## src/rtl/mc_controller.sv

```systemverilog
// Multicycle ARM control unit: FSM sequencing, ALU decode, NZCV flags, cond gating.
// Define MC_PERF_EN to add the cycle_cnt/instr_cnt performance counters.
module mc_controller #(
  parameter logic [3:0] FLAG_RESET = 4'b0000
) (
  input  logic        clk,
  input  logic        reset,
  input  logic [19:0] Instr,
  input  logic [3:0]  ALUFlags,
  input  logic        mem_ready,
  output logic        PCWrite,
  output logic        IRWrite,
  output logic        MemWrite,
  output logic        RegWrite,
  output logic        AdrSrc,
  output logic [1:0]  RegSrc,
  output logic [1:0]  ImmSrc,
  output logic [1:0]  ALUSrcA,
  output logic [1:0]  ALUSrcB,
  output logic [1:0]  ALUControl,
  output logic [1:0]  ResultSrc,
  output logic [3:0]  state_o
`ifdef MC_PERF_EN
  ,
  output logic [31:0] cycle_cnt,
  output logic [31:0] instr_cnt
`endif
);

  typedef enum logic [3:0] {
    FETCH    = 4'd0,
    DECODE   = 4'd1,
    MEMADR   = 4'd2,
    MEMREAD  = 4'd3,
    MEMWB    = 4'd4,
    MEMWRITE = 4'd5,
    EXECUTER = 4'd6,
    EXECUTEI = 4'd7,
    ALUWB    = 4'd8,
    BRANCH   = 4'd9
  } state_t;

  state_t state;
  state_t next;

  logic [3:0] cond;
  logic [1:0] op;
  logic [5:0] funct;
  logic [3:0] cmd;
  logic [3:0] rd;
  logic       unused_rn;

  assign cond      = Instr[19:16];
  assign op        = Instr[15:14];
  assign funct     = Instr[13:8];
  assign cmd       = funct[4:1];
  assign rd        = Instr[3:0];
  assign unused_rn = ^Instr[7:4];

  logic [3:0] flags;
  logic       cond_q;
  logic       cond_ex;

  logic alu_add;
  logic alu_sub;
  logic alu_and;
  logic alu_orr;
  logic cmd_ok;
  logic [1:0] alu_ctl;

  assign alu_add = (cmd == 4'b0100);
  assign alu_sub = (cmd == 4'b0010);
  assign alu_and = (cmd == 4'b0000);
  assign alu_orr = (cmd == 4'b1100);
  assign cmd_ok  = alu_add | alu_sub | alu_and | alu_orr;

  always_comb begin
    alu_ctl = 2'b00;
    unique case (1'b1)
      alu_sub: alu_ctl = 2'b01;
      alu_and: alu_ctl = 2'b10;
      alu_orr: alu_ctl = 2'b11;
      default: alu_ctl = 2'b00;
    endcase
  end

  logic fn;
  logic fz;
  logic fc;
  logic fv;

  assign {fn, fz, fc, fv} = flags;

  always_comb begin
    cond_ex = 1'b0;
    case (cond)
      4'h0:    cond_ex = fz;
      4'h1:    cond_ex = ~fz;
      4'h2:    cond_ex = fc;
      4'h3:    cond_ex = ~fc;
      4'h4:    cond_ex = fn;
      4'h5:    cond_ex = ~fn;
      4'h6:    cond_ex = fv;
      4'h7:    cond_ex = ~fv;
      4'h8:    cond_ex = fc & ~fz;
      4'h9:    cond_ex = ~fc | fz;
      4'hA:    cond_ex = (fn == fv);
      4'hB:    cond_ex = (fn != fv);
      4'hC:    cond_ex = ~fz & (fn == fv);
      4'hD:    cond_ex = fz | (fn != fv);
      4'hE:    cond_ex = 1'b1;
      default: cond_ex = 1'b0;
    endcase
  end

  logic       reg_w;
  logic       mem_w;
  logic       branch;
  logic       ir_w;
  logic       pc_f;
  logic       exec;
  logic       adr;
  logic [1:0] src_a;
  logic [1:0] src_b;
  logic [1:0] alu_c;
  logic [1:0] res;

  always_ff @(posedge clk or negedge reset) begin
    if (!reset) begin
      state <= FETCH;
    end else begin
      state <= next;
    end
  end

  always_comb begin
    next   = state;
    reg_w  = 1'b0;
    mem_w  = 1'b0;
    branch = 1'b0;
    ir_w   = 1'b0;
    pc_f   = 1'b0;
    exec   = 1'b0;
    adr    = 1'b0;
    src_a  = 2'b00;
    src_b  = 2'b00;
    alu_c  = 2'b00;
    res    = 2'b00;
    unique case (state)
      FETCH: begin
        src_a = 2'b01;
        src_b = 2'b10;
        res   = 2'b10;
        ir_w  = mem_ready;
        pc_f  = mem_ready;
        if (mem_ready) next = DECODE;
      end
      DECODE: begin
        src_a = 2'b01;
        src_b = 2'b10;
        res   = 2'b10;
        case (op)
          2'b01:   next = MEMADR;
          2'b00:   next = funct[5] ? EXECUTEI : EXECUTER;
          2'b10:   next = BRANCH;
          default: next = FETCH;
        endcase
      end
      MEMADR: begin
        src_b = 2'b01;
        next  = funct[0] ? MEMREAD : MEMWRITE;
      end
      MEMREAD: begin
        adr = 1'b1;
        if (mem_ready) next = MEMWB;
      end
      MEMWB: begin
        res   = 2'b01;
        reg_w = 1'b1;
        next  = FETCH;
      end
      MEMWRITE: begin
        adr   = 1'b1;
        mem_w = 1'b1;
        if (mem_ready) next = FETCH;
      end
      EXECUTER: begin
        exec  = 1'b1;
        alu_c = alu_ctl;
        next  = ALUWB;
      end
      EXECUTEI: begin
        exec  = 1'b1;
        src_b = 2'b01;
        alu_c = alu_ctl;
        next  = ALUWB;
      end
      ALUWB: begin
        // unsupported cmd runs as a harmless ADD with no writeback
        reg_w = cmd_ok;
        next  = FETCH;
      end
      BRANCH: begin
        src_a  = 2'b10;
        src_b  = 2'b01;
        res    = 2'b10;
        branch = 1'b1;
        next   = FETCH;
      end
      default: next = FETCH;
    endcase
  end

  logic flag_nz;
  logic flag_cv;

  assign flag_nz = exec & cond_q & cmd_ok & funct[0];
  assign flag_cv = flag_nz & (alu_add | alu_sub);

  always_ff @(posedge clk or negedge reset) begin
    if (!reset) begin
      flags  <= FLAG_RESET;
      cond_q <= 1'b0;
    end else begin
      if (state == DECODE) cond_q <= cond_ex;
      if (flag_nz) flags[3:2] <= ALUFlags[3:2];
      if (flag_cv) flags[1:0] <= ALUFlags[1:0];
    end
  end

  logic rf_we;

  assign rf_we = reg_w & cond_q;

  assign PCWrite  = reset & (pc_f | (branch & cond_q)
                    | (rf_we & (rd == 4'hF)));
  assign IRWrite  = reset & ir_w;
  assign MemWrite = reset & mem_w & cond_q;
  assign RegWrite = reset & rf_we;

  assign AdrSrc     = reset & adr;
  assign ALUSrcA    = reset ? src_a : 2'b00;
  assign ALUSrcB    = reset ? src_b : 2'b00;
  assign ALUControl = reset ? alu_c : 2'b00;
  assign ResultSrc  = reset ? res : 2'b00;
  assign ImmSrc     = reset ? op : 2'b00;
  assign RegSrc     = reset ? {op == 2'b01, op == 2'b10} : 2'b00;
  assign state_o    = state;

`ifdef MC_PERF_EN
  always_ff @(posedge clk or negedge reset) begin
    if (!reset) begin
      cycle_cnt <= 32'd0;
      instr_cnt <= 32'd0;
    end else begin
      cycle_cnt <= cycle_cnt + 32'd1;
      if (state != FETCH && next == FETCH) instr_cnt <= instr_cnt + 32'd1;
    end
  end
`endif

endmodule

```

## config.mk

```make
export PLATFORM = sky130hd
export DESIGN_NAME = mc_controller
export DESIGN_NICKNAME = d
export VERILOG_FILES = /design/src/rtl/mc_controller.sv
export SDC_FILE = /design/constraint.sdc
export NUM_CORES = 1
export LEC_CHECK = 0
export BUFFER_PORTS_ARGS = -buffer_cell sky130_fd_sc_hd__buf_2
export CAP_MARGIN = 20
export CORE_MARGIN = 5
export CORE_UTILIZATION = 35
export CTS_CLUSTER_DIAMETER = 40
export DETAILED_ROUTE_END_ITERATION = 10
export PLACE_DENSITY = 0.71
export SYNTH_ARGS = -nofsm -noshare
export SYNTH_HDL_FRONTEND = slang
export SYNTH_SLANG_ARGS = --single-unit
```

## constraint.sdc

```tcl
create_clock -name clk -period 5 [get_ports clk]
set_clock_uncertainty 0.1 [all_clocks]
set_input_delay 0.25 -clock clk [delete_from_list [all_inputs] [get_ports clk]]
set_output_delay 0.25 -clock clk [all_outputs]
set_load 0.01 [all_outputs]
```

==> metrics.yaml <==
crit_fanout: 15
via_per_inst: 5.44
crit_top_cell: "buf_2"
first_global_vias: 954
p_leak_uw: 0.000604
m1WireLength_mm: 1.07
rows: 18
final_area_um2: 1180
slew_violations: 0
insertion_delay_ns: 0.26
vias: 1007
die_h_um: 61.8
cts.repair.resized: 0
cts_setup_buffers: 0
slew_headroom_pct: 65.9
tightest_slew_ns: 0.512
grt_max_degree: 17
ys_top_cells_by_area: "dfrtp_1 24%, nor2b_1 5.3%, mux2_4 4.8%"
dr.pass1.iters: 4
min_period_over_period_pct: 45.1
avgSynthCellArea_um2: 8.23
cp_num_buf_inv: 3
die_w_um: 61.8
nNetsFinal: 183
fmax_mhz: 444
routed_wl_mm: 2.56
placement.cell_area_um2: 1150
hold_ws_ns: 0.120
drc_errors: 0
synth_edf_count: 0
numPortBuffers: 43
cp.arrival_ns: 1.90
slowest_delay_ns: 0.52
outcome: "completed"
p_per_area_nw_per_um2: 388
dp.cells: 180
synth-warning-count: 0
grt-ovfl-total: 0
crit_family: "buffers and inverters"
grtUsageTotal_pct: 13.8
synth_top_area_cell: "dfrtp_1"
stdcell_count: 185
synth-seq-cells: 9
worst_ir_drop_vdd_uv: 208
synthTopCellsByCount: "9 x dfrtp_1, 9 x nor2_1, 8 x nor2b_1"
core-area_um2: 2520
syn_nets: 141
tns_ns: 0
met3_length_um: 218
drt_iter0_drc: 43
syn_area_um2: 938
gp_congestion: 0.852
crit_type: "in2out"
rsz0062_at_grt: "no"
ctsRootBufferMaster: "clkbuf_4"
clock_path_buffers: 2
hpwl_mm: 2.07
antennaDiodeCount: 0
grt_pass1_wl_mm: 4.04
top_layer: "met4"
postCtsHoldBufs: 1
die-area_um2: 3820
htreeDepth: 1
antenna_found_initial: 0
path_clk_slew_ns: 0.07
area_delta_synth_final_pct: 26.0
start_util_pct: 37.2
yosys_most_used_dff: "dfrtp_1"
ys_types: 45
final_hold_viol_count: 0
seq_area_frac_synth_pct: 24.0
cp.required_ns: 4.65
slowest_stage: "dlygate4sd3_1"
clock_sinks: 9
synth_top_area_share_pct: 24.0
min_period_ns: 2.25
met2WireLength_mm: 1.26
setup_viol: 0
cp_cell_sequence: "dlygate4sd3_1 > buf_2 > nand2b_1 > or3_1 > nor3_1 > buf_2"
maxCapViolCount: 0
io_pins: 48
postSynthCellCount: 114
min_path_type: "in2reg"
drt-wirelength-per-cell_um: 13.8
cts_made_buffers: 3
startpoint_type: "primary input"
async_flop_share_pct: 100
cts_tree: "done"
ant_nets: 0
endpoint_kind: "output pin"
drive_gt1_share_pct: 36.8
-- cell usage in the layout, fill, tap and decap left out, drive strengths merged, types with 2 or more instances in the layout --
cell type | synthesis | layout
nand3 | 2 | 2
nor2b | 9 | 9
xor2 | 2 | 2
nor2 | 9 | 9
or3 | 4 | 4
mux2i | 3 | 3
xnor2 | 3 | 3
o31ai | 3 | 3
dfrtp | 9 | 9
and2 | 4 | 4
clkbuf | 1 | 4
and3 | 2 | 2
or4 | 2 | 2
and3b | 2 | 2
mux2 | 5 | 5
a211oi | 3 | 3
nand2b | 3 | 3
nor3 | 7 | 7
a21oi | 5 | 5
buf | 6 | 43
inv | 5 | 5
o21ai | 2 | 2
nand2 | 7 | 7
-- logic make-up (layout without fill, tap and decap cells) --
| kind of cell | Yosys count | in the layout | share of synthesized area [%] |
|---|---|---|---|
| flops | 9 | 9 | 24.0 |
| compound gates | 22 | 22 | 16.8 |
| simple gates | 58 | 58 | 37.3 |
| mux | 8 | 8 | 10.4 |
| xor+xnor | 5 | 5 | 4.67 |
| buf+inv | 12 | 53 | 6.80 |
-- layer usage --
layer	vias to the layer above	track usage, %
met2	35	24.7
met4	0	2.73
met1	469	17.2
li1	501	-
met3	2	2.48
met5	-	0
-- sequential cells by signal, indices dropped and copies added, names as in the netlist --
name	cells
cond_q	1
flags	4
state_o	4
-- power breakdown --
part           internal [uW]  switching (uW)  total, uW
logic                    119             121        240
registers               97.0            62.1        159
clock network           30.8            27.8       58.6
-- through the flow --
stage / util (%) / setup slack (ns) / power (uW)
final: 46.9 / 2.75 / 458
after global routing: 46.9 / 2.55 / 497
after CTS: 46.9 / 2.71 / 463
after detailed placement: 45.4 / 3.08 / 401
after global placement: 45.4 / 3.09 / 392
after floorplan: - / 3.25 / 329
-- area by class of cell --
| cell class | count | area (um^2) |
|---|---|---|
| Clock buffer | 4 | 26.3 |
| Fill cell | 268 | 1340 |
| Inverter | 5 | 18.8 |
| Multi-Input combinational cell | 93 | 649 |
| Sequential cell | 9 | 225 |
| Tap cell | 30 | 37.5 |
| Timing Repair Buffer | 44 | 225 |
-- worst paths after layout --
| check | slack [ns] | depth (start not counted) | to | from |
|---|---|---|---|---|
| max | 2.75 | 6 | ALUControl[1] | reset |
| min reg2reg | 0.49 | 1 | flags[0] | flags[0] |
| min | 0.12 | 2 | flags[0] | ALUFlags[0] |
| max reg2reg | 3.09 | 4 | flags[1] | state_o[1] |
| max in group asynchronous | 4.27 | 2 | flags[1] | reset |
| min in group asynchronous | 0.30 | 2 | state_o[1] | reset |
Note: power is estimated with default switching activity, not from simulation.
